`config.mk`:
```
export PLATFORM = sky130hd
export DESIGN_NAME = fir_frame_driver
export DESIGN_NICKNAME = d
export VERILOG_FILES = /design/src/rtl/fir_frame_driver.sv
export SDC_FILE = /design/constraint.sdc
export NUM_CORES = 1
export LEC_CHECK = 0
export BUFFER_PORTS_ARGS = -buffer_cell sky130_fd_sc_hd__buf_2
export CORE_MARGIN = 5
export CORE_UTILIZATION = 55
export CTS_CLUSTER_SIZE = 16
export DETAILED_ROUTE_END_ITERATION = 10
export PLACE_DENSITY = 0.77
export SLEW_MARGIN = 20
export SYNTH_ARGS = -nofsm -noshare
export SYNTH_HDL_FRONTEND = slang
export SYNTH_SLANG_ARGS = --single-unit
```
`constraint.sdc`:
```
create_clock -name clk -period 3 [get_ports clk]
set_input_delay 0.75 -clock clk [delete_from_list [all_inputs] [get_ports clk]]
set_output_delay 0.75 -clock clk [all_outputs]
set_load 0.005 [all_outputs]
```
`src/rtl/fir_frame_driver.sv`:
```
// fir_frame_driver: buffers samples in a FIFO and sequences full frames through a 3-tap FIR core
// Ports: in_valid/in_ready/in_data sample input; fir_clr/fir_start/fir_stop/fir_x drive the FIR,
// fir_done/fir_y come back from it; out_valid/out_ready/out_data return the result;
// busy = not idle, err = sticky WAIT timeout.
module fir_frame_driver #(
    parameter int DATAWIDTH = 16,
    parameter int YWIDTH    = 34,
    parameter int FRAME_LEN = 4,
    parameter int DEPTH     = 8,
    parameter int Y_LAT     = 1,
    parameter int TIMEOUT   = 64
) (
    input  logic                 clk,
    input  logic                 rst,
    input  logic                 in_valid,
    output logic                 in_ready,
    input  logic [DATAWIDTH-1:0] in_data,
    output logic                 fir_clr,
    output logic                 fir_start,
    output logic                 fir_stop,
    output logic [DATAWIDTH-1:0] fir_x,
    input  logic                 fir_done,
    input  logic [YWIDTH-1:0]    fir_y,
    output logic                 out_valid,
    input  logic                 out_ready,
    output logic [YWIDTH-1:0]    out_data,
    output logic                 busy,
    output logic                 err
);
    localparam int AW = DEPTH > 1 ? $clog2(DEPTH) : 1;
    localparam int CW = $clog2(DEPTH + 1);
    localparam int SW = $clog2(FRAME_LEN + 1);
    localparam int WW = $clog2(TIMEOUT + 1);
    localparam int LW = $clog2(Y_LAT + 2);

    typedef enum logic [2:0] {IDLE, CLEAR, ARM, STREAM, WAIT, HOLD} state_t;

    state_t               state, state_nxt;
    logic [DATAWIDTH-1:0] mem [DEPTH];
    logic [AW-1:0]        wr_ptr, rd_ptr;
    logic [CW-1:0]        count;
    logic [SW-1:0]        samp_cnt, samp_nxt;
    logic [WW-1:0]        wait_cnt;
    logic [LW-1:0]        lat_cnt;
    logic                 done_seen, push, pop, cap, abort, hit;

    assign in_ready = count < CW'(DEPTH);
    assign push     = in_valid & in_ready;
    assign busy     = state != IDLE;
    assign samp_nxt = state == ARM ? SW'(1) : samp_cnt + SW'(1);
    // lat_cnt counts cycles since the first fir_done; Y_LAT=0 captures in the done cycle itself
    assign hit      = done_seen ? lat_cnt == LW'(Y_LAT) : fir_done && Y_LAT == 0;

    always_comb begin
        state_nxt = state;
        pop       = 1'b0;
        cap       = 1'b0;
        abort     = 1'b0;
        case (state)
            IDLE:   state_nxt = count >= CW'(FRAME_LEN) ? CLEAR : IDLE;
            CLEAR:  state_nxt = ARM;
            ARM: begin
                pop       = 1'b1;
                state_nxt = STREAM;
            end
            STREAM: begin
                pop       = samp_cnt != SW'(FRAME_LEN);
                state_nxt = pop ? STREAM : WAIT;
            end
            WAIT: begin
                cap       = hit;
                abort     = !hit && !done_seen && !fir_done && wait_cnt == WW'(TIMEOUT - 1);
                state_nxt = cap ? HOLD : abort ? IDLE : WAIT;
            end
            HOLD:   state_nxt = out_ready ? IDLE : HOLD;
            default: state_nxt = IDLE;
        endcase
    end

    always_ff @(posedge clk or posedge rst) begin
        if (rst) state <= IDLE;
        else     state <= state_nxt;
    end

    always_ff @(posedge clk) begin
        if (push) mem[wr_ptr] <= in_data;
    end

    // every FIR-facing output is registered from the next-state decode
    always_ff @(posedge clk or posedge rst) begin
        if (rst) begin
            wr_ptr    <= '0;
            rd_ptr    <= '0;
            count     <= '0;
            samp_cnt  <= '0;
            wait_cnt  <= '0;
            lat_cnt   <= '0;
            done_seen <= 1'b0;
            fir_clr   <= 1'b0;
            fir_start <= 1'b0;
            fir_stop  <= 1'b0;
            fir_x     <= '0;
            out_valid <= 1'b0;
            out_data  <= '0;
            err       <= 1'b0;
        end else begin
            wr_ptr    <= wr_ptr + AW'(push);
            rd_ptr    <= rd_ptr + AW'(pop);
            count     <= count + CW'(push) - CW'(pop);
            samp_cnt  <= pop ? samp_nxt : samp_cnt;
            wait_cnt  <= state == WAIT ? wait_cnt + WW'(1) : '0;
            done_seen <= state == WAIT && (done_seen || fir_done);
            lat_cnt   <= state == WAIT && (done_seen || fir_done) ? lat_cnt + LW'(1) : '0;
            fir_clr   <= state_nxt == CLEAR;
            fir_start <= state_nxt == ARM;
            fir_x     <= pop ? mem[rd_ptr] : '0;
            fir_stop  <= pop && samp_nxt == SW'(FRAME_LEN);
            out_valid <= cap | (out_valid & !(state == HOLD && out_ready));
            out_data  <= cap ? fir_y : out_data;
            err       <= err | abort;
        end
    end
endmodule
```
==> results of run 1 <==
## cells by family (layout without fill, tap and decap cells)
kind of cell               count (synthesis)  count (layout)  share of synthesized area, %
DFF                                      209             209                         71.05
muxes                                     99              99                         14.31
and+or+nand+nor                           78              78                         5.012
AOI/OAI and AO/OA                         48              48                         4.013
buffers and inverters                     35             174                         2.756
adders and majority gates                 12              12                         1.908
xor gates and xnor gates                   9               9                        0.9539
## worst max-delay path, cell delays in order (launching register included)
cell,delay (ps)
sky130_fd_sc_hd__dfrtp_1,520
sky130_fd_sc_hd__or3_1,430
sky130_fd_sc_hd__buf_2,140
## cell usage after synthesis, drive strengths merged
cell type / instances / area share (%)
a21o: 3 / 0.27
a21oi: 7 / 0.42
a22o: 16 / 1.7
a31oi: 1 / 0.076
and2: 2 / 0.15
and3: 1 / 0.14
and4: 1 / 0.11
buf: 18 / 2.0
clkbuf: 5 / 0.23
dfrtp: 81 / 25
edfxtp: 128 / 47
fa: 1 / 0.24
ha: 11 / 1.7
inv: 12 / 0.55
mux2: 66 / 10
mux2i: 33 / 4.0
nand2: 11 / 0.50
nand2b: 5 / 0.38
nand3: 4 / 0.24
nand3b: 2 / 0.18
nand4b: 1 / 0.11
nor2: 17 / 0.77
nor2b: 3 / 0.23
nor3: 20 / 1.2
nor3b: 2 / 0.32
nor4: 2 / 0.15
o21ai: 3 / 0.18
o22ai: 18 / 1.4
or2: 1 / 0.076
or3: 6 / 0.45
xnor2: 4 / 0.42
xor2: 5 / 0.53
## worst paths after layout
check / depth (start not counted) / start / slack [ps] / end
setup / recovery: 2 / state[0]$_DFF_PP0_ / 690 / busy
hold / removal: 2 / rst / 210 / fir_x[10]$_DFF_PP0_
setup reg to reg: 7 / state[1]$_DFF_PP0_ / 790 / count[3]$_DFF_PP0_
hold reg to reg: 1 / lat_cnt[0]$_DFF_PP0_ / 440 / lat_cnt[0]$_DFF_PP0_
max in group asynchronous: 3 / rst / 2020 / rd_ptr[1]$_DFF_PP0_
min in group clk: 1 / lat_cnt[0]$_DFF_PP0_ / 440 / lat_cnt[0]$_DFF_PP0_
## registers in the layout, indices dropped and copies added (netlist names)
name,count
mem,128
out_data,34
fir_x,16
wait_cnt,7
count,4
rd_ptr,3
samp_cnt,3
state,3
wr_ptr,3
lat_cnt,2
done_seen,1
err,1
fir_clr,1
fir_start,1
fir_stop,1
out_valid,1
## layout make-up
cell class / instances / area share [%]
flip-flops and latches: 209 / 60.60
multi-input cells: 246 / 22.44
repair buffers: 125 / 6.947
clock buffers: 25 / 5.940
well taps: 184 / 2.376
clock inverters: 12 / 1.214
inverters: 12 / 0.4778
## per-layer routing
layer | track usage (%) | vias to the layer above | share of wire (%)
met3 | 4.138 | 26 | 7.6
met2 | 29.10 | 173 | 48
met5 | 0 | - | 0
met1 | 24.13 | 2220 | 42
li1 | - | 2090 | -
met4 | 3.811 | 0 | 2.2
## power by group through the flow
stage	Combinational (W)	Clock, W	Sequential (W)
after floorplan	0.00158	0	0.00369
after global placement	0.00215	0	0.00371
after detailed placement	0.00222	0	0.00374
after CTS	0.00224	0.00262	0.00368
after global routing	0.00245	0.00276	0.00373
final	0.00221	0.00256	0.00368
## through the flow
stage          area [sq um]  power, W  setup WS [ps]  util [%]  hold WS, ps
2_1_floorplan          8263  0.005263          169.9         -        409.9
3_3_place_gp           8996  0.005860          716.2     61.43        422.5
6_report               9689  0.008448          694.9     66.17        208.3
4_1_cts                9689  0.008541          676.4     66.17        204.6
3_5_place_dp           8996  0.005958          666.3     61.43        432.5
5_1_grt                9689  0.008927          586.1     66.17        215.2
==> implementation parameters, run 1 <==
Parameter                              Value

Outcome
  Status ... finished clean

Drt
  Number of DRC markers after the initial detailed-route iteration ... 296
  Post-detailed-route via-to-cell ratio ... about 5.5
  Via count ... 4,509
  DRC viols ... 0
  Iteration count of the initial detailed-routing pass ... 5
  Final WL ... 15,620 um
  WL per Instance ... 19.22 um
  Residual antenna-violating net count after detailed routing ... 0

Cells and area
  Diodes inserted ... 0
  Leading cell type in the layout, fill and taps excluded ... sky130_fd_sc_hd__edfxtp_1
  Multi-input combinational cell area ... 2175 sq um
  Filler cell count ... 1,004
  Sequential standard cell area ... just under 6000 sq um
  Growth of design area from synthesis to finish ... 17.26%
  Count of non-filler cells in the finished layout ... 813
  Share of final-layout standard cells stronger than drive strength 1 ... 36.72%
  Most frequent cells in the layout ... 128 x sky130_fd_sc_hd__edfxtp_1, 111 x sky130_fd_sc_hd__buf_2, 80 x sky130_fd_sc_hd__dfrtp_1
  Number of nets in the final layout ... 682

Clocking
  # H-tree levels ... 1
  Clk_lat worst skew ... 480 ps
  Maximum clock path buffer count ... 3
  Number of buffers created by CTS ... 21
  Post-CTS setup buffer count ... 0
  CTS tree ... yes
  Sink Count ... around 210
  Hold bufs inserted after CTS ... 0
  Clk root buf ... sky130_fd_sc_hd__clkbuf_16
  Clock transition time at the flip-flop clock pins of the worst setup and hold paths ... 60 ps
  Post-cts gate resize count ... 0

STA
  Pin slew with the least headroom to its limit ... 690.0 ps
  Fmax achieved ... roughly 430 MHz
  Final-report hold violation count ... 0
  Final Max Slew Viols ... 0
  Post-Route Skew ... approximately 8.3 ps
  Setup tns final ... 0 ps
  Post-route minimum period ... 2305 ps
  Setup violators final ... 0
  RSZ-0062 raised after global routing ... false
  Rel. slew slack ... 54.00%
  Final period util ... 76.84%

Floorplan
  Effective utilization at floorplan ... 56.43%
  Std cell rows ... 44
  Die Outline Area ... around 18,000 sq um
  I/O pins ... approximately 110
  Die boundary width ... 132.6 um
  Die Ht ... 132.6 um
  Area of the core ... between 10,000 and 15,000 sq um

Job
  Max-capacitance violation count ... 0

Power and ir drop
  Comb pwr share ... 26.1%
  Switching power ... 0.002450 W
  Total internal power ... 0.005999 W
  Sequential share of power ... roughly 44%
  Static leakage power ... 4.125 nW
  Total power per unit cell area ... 871.9 nW/um^2
  Part of the power in the clock network ... between 30% and 40%
  Max IR drop VDD ... between 0.5 and 0.6 mV
  Net Sw Frac ... about 29%

Placement
  Gp weighted congestion ... 0.8400
  Half-perimeter wire length after detailed placement ... 10,080 um
  Cells after DPL ... 776
  Number of port buffers ... 111

GRT
  Pin count of the biggest net entering global routing ... 66
  Number of global-route vias before repair ... roughly 4.7k
  Total grt overflow ... 0
  Antenna violations before repair ... 0
  Combined global-route utilization of all metal layers ... between 15 and 20%
  First-pass GRT wire length ... around 25,000 um

Setup path
  Launching element type of the critical path ... register
  Worst setup path class ... register to output pin
  Arrival time worst endpoint ... 1560 ps
  Nature of the critical path endpoint ... output pin
  Critical path data required time ... 2250 ps
  Crit Path Max Fanout ... 12

Synth
  Count of warnings emitted by yosys ... 0
  Number of synthesized register bits ... 209
  Cell count after synthesis ... 490
  Cell variety after synth ... 37
  Post-synth design cell area ... roughly 8300 sq um
  Number of nets in the synthesized netlist ... 557
  Seq/Total Area, Yosys ... 71.05%
  Synthesized area per cell ... 16.86 sq um

Worst hold path
  Worst hold-check path type ... input pin to asynchronous set/reset pin
(Power assumes the default switching activity.)
==> run 2: changes to the inputs <==
==> constraint.sdc (replaced) <==
create_clock -name clk -period 2.35 [get_ports clk]
set_input_delay 0.5875 -clock clk [delete_from_list [all_inputs] [get_ports clk]]
set_output_delay 0.5875 -clock clk [all_outputs]
set_load 0.005 [all_outputs]
==> run 2 against run 1 <==
Compared with the run above:
- critical path depth unchanged
- cell count increased by 0.62%
- cell area decreased by 0.19%
- clock power increased by 17%
- combinational power is 31% higher
- power grew 25%
- hold slack worse by 12 ps
==> implementation parameters, run 2 (same netlist as run 1, synthesis figures left out) <==
Parameter                              Value

STA
  Rel. slew slack ... 54.82% (+0.81 points)
  Post-route minimum period ... 2144 ps
  Setup tns final ... 0 ps (unchanged)
  RSZ-0062 raised after global routing ... false
  Final period util ... 91.23%
  Pin slew with the least headroom to its limit ... 676.3 ps (-13.64 ps)
  Fmax achieved ... roughly 470 MHz
  Setup violators final ... 0 (unchanged)
  Final-report hold violation count ... 0 (unchanged)
  Final Max Slew Viols ... 0 (unchanged)
  Post-Route Skew ... 18.27 ps (+9.985 ps)

Cells and area
  Diodes inserted ... 0 (unchanged)
  Flip-flop count of the largest register after layout ... 128 (unchanged)
  Share of final-layout standard cells stronger than drive strength 1 ... 36.91% (+0.18 points)
  Most frequent cells in the layout ... 128 x sky130_fd_sc_hd__edfxtp_1, 111 x sky130_fd_sc_hd__buf_2, 80 x sky130_fd_sc_hd__dfrtp_1
  Most flops, register ... mem
  Leading cell type in the layout, fill and taps excluded ... sky130_fd_sc_hd__edfxtp_1
  Number of nets in the final layout ... 687 (+0.73%)
  Count of non-filler cells in the finished layout ... 818 (+0.62%)
  Leading registers by flop count ... mem: 128 flops, out_data: 34 flops, fir_x: 16 flops
  Growth of design area from synthesis to finish ... 17.04%

Setup path
  Crit Path Max Fanout ... 12 (unchanged)
  Nature of the critical path endpoint ... output pin
  Slowest library cell on the worst path ... sky130_fd_sc_hd__dfrtp_1
  Worst setup path class ... register to output pin
  Delay-heaviest family, CP ... flip-flops
  Launching element type of the critical path ... register
  Arrival time worst endpoint ... 1560 ps (about the same)
  Crit-path cells ... or3_1 -> buf_2
  Crit path buf inv count ... 1 (unchanged)
  Critical path data required time ... 1760 ps (-490 ps)
  Worst path max stage delay ... 520 ps (about the same)

Clocking
  Sink Count ... 209 (unchanged)
  Post-cts gate resize count ... 0 (unchanged)
  Clk root buf ... sky130_fd_sc_hd__clkbuf_16
  CTS tree ... yes
  Maximum clock path buffer count ... 3 (unchanged)
  Hold bufs inserted after CTS ... 0 (unchanged)
  Clock transition time at the flip-flop clock pins of the worst setup and hold paths ... 60 ps (about the same)
  Post-CTS setup buffer count ... 0 (unchanged)
  Clk_lat worst skew ... 500 ps (+20 ps)
  Number of buffers created by CTS ... 21 (unchanged)
  # H-tree levels ... 1 (unchanged)

Drt
  Final WL ... 16,250 um (+4.0%)
  Via count ... 4,533 (+0.53%)
  WL per Instance ... 19.87 um (+3.4%)
  Iteration count of the initial detailed-routing pass ... 5 (unchanged)
  Post-detailed-route via-to-cell ratio ... 5.542 (about the same)
  Residual antenna-violating net count after detailed routing ... 0 (unchanged)
  DRC viols ... 0 (unchanged)
  Number of DRC markers after the initial detailed-route iteration ... 230 (-22%)

Job
  Max-capacitance violation count ... 0 (unchanged)

GRT
  Antenna violations before repair ... 1 (+1)
  Pin count of the biggest net entering global routing ... 66 (unchanged)
  Combined global-route utilization of all metal layers ... 18.30% (+0.69 points)
  Number of global-route vias before repair ... 4,780 (+2.2%)
  Total grt overflow ... 0 (unchanged)
  First-pass GRT wire length ... 25,740 um (+3.5%)

Floorplan
  Die Outline Area ... 17,570 sq um (unchanged)
  Die Ht ... 132.6 um (unchanged)
  Die boundary width ... 132.6 um (unchanged)
  Std cell rows ... 44 (unchanged)
  Area of the core ... 14,640 sq um (unchanged)
  Effective utilization at floorplan ... 56.43% (unchanged)
  I/O pins ... 112 (unchanged)

Power and ir drop
  Total power per unit cell area ... 1092 nW/um^2 (+25%)
  Max IR drop VDD ... 0.7345 mV (+35%)
  Static leakage power ... 4.114 nW (-0.27%)

Placement
  Gp weighted congestion ... 0.7352 (-12%)
  Half-perimeter wire length after detailed placement ... 10,040 um (-0.38%)
  Number of port buffers ... 111 (unchanged)
  Cells after DPL ... 781 (+0.64%)

Outcome
  Status ... finished clean

Worst hold path
  Worst hold-check path type ... input pin to asynchronous set/reset pin
-- run 2: cell count changes in the layout (fill, tap and decap cells not counted), moves of 2 or more --
| cell | before | now |
|---|---|---|
| sky130_fd_sc_hd__buf_4 | 13 | 17 |
| sky130_fd_sc_hd__bufinv_16 | 2 | 0 |
| sky130_fd_sc_hd__clkbuf_1 | 1 | 3 |
| sky130_fd_sc_hd__clkinvlp_4 | 0 | 2 |
| sky130_fd_sc_hd__clkinv_4 | 3 | 0 |
-- run 2: metrics by stage --
step / instance area (sq um) / setup slack [ps] / utilization [%] / total power [W] / hold WS, ps
after floorplan: 8277 / 202.7 / - / 0.006727 / 409.9
after global placement: 9049 / 287.0 / 61.79 / 0.007524 / 421.7
after detailed placement: 9049 / 200.6 / 61.79 / 0.007647 / 446.5
after CTS: 9671 / 201.7 / 66.04 / 0.01067 / 198.6
after global routing: 9671 / 153.0 / 66.04 / 0.01113 / 233.8
final: 9671 / 206.1 / 66.04 / 0.01056 / 196.6
-- run 2: worst paths after layout --
path,cells past startpoint,end,slack [ps],startpoint
setup / recovery,2,busy,210,state[0]$_DFF_PP0_
hold / removal,2,wr_ptr[1]$_DFF_PP0_,200,rst
setup reg to reg,9,count[1]$_DFF_PP0_,340,samp_cnt[0]$_DFFE_PP0P_
hold reg to reg,1,lat_cnt[0]$_DFF_PP0_,450,lat_cnt[0]$_DFF_PP0_
max in group asynchronous,3,rd_ptr[1]$_DFF_PP0_,1510,rst
min in group clk,2,out_data[17]$_DFFE_PP0P_,330,fir_y[17]
-- run 2: area by class of cell --
| type | instances | area, sq um |
|---|---|---|
| clock inverters | 11 | 57.56 |
| inverters | 12 | 48.80 |
| multi-input cells | 246 | 2175 |
| clock buffers | 26 | 564.3 |
| well taps | 184 | 230.2 |
| repair buffers | 130 | 723.2 |
| fillers | 1003 | 4974 |
| flip-flops and latches | 209 | 5872 |
-- run 2: layer usage --
layer	track usage (%)	routed length, um	vias up
met3	4.442	1097	25
met4	3.984	313	2
met5	0	13	-
li1	-	-	2093
met1	25.29	7085	2263
met2	29.92	7740	150
-- run 2: report_power, final --
group,internal [W],switching [W],total [W]
sequential,0.00445,0.000228,0.00468
combinational,0.00127,0.00161,0.00289
clock,0.00170,0.00129,0.00300
total,0.00743,0.00313,0.0106
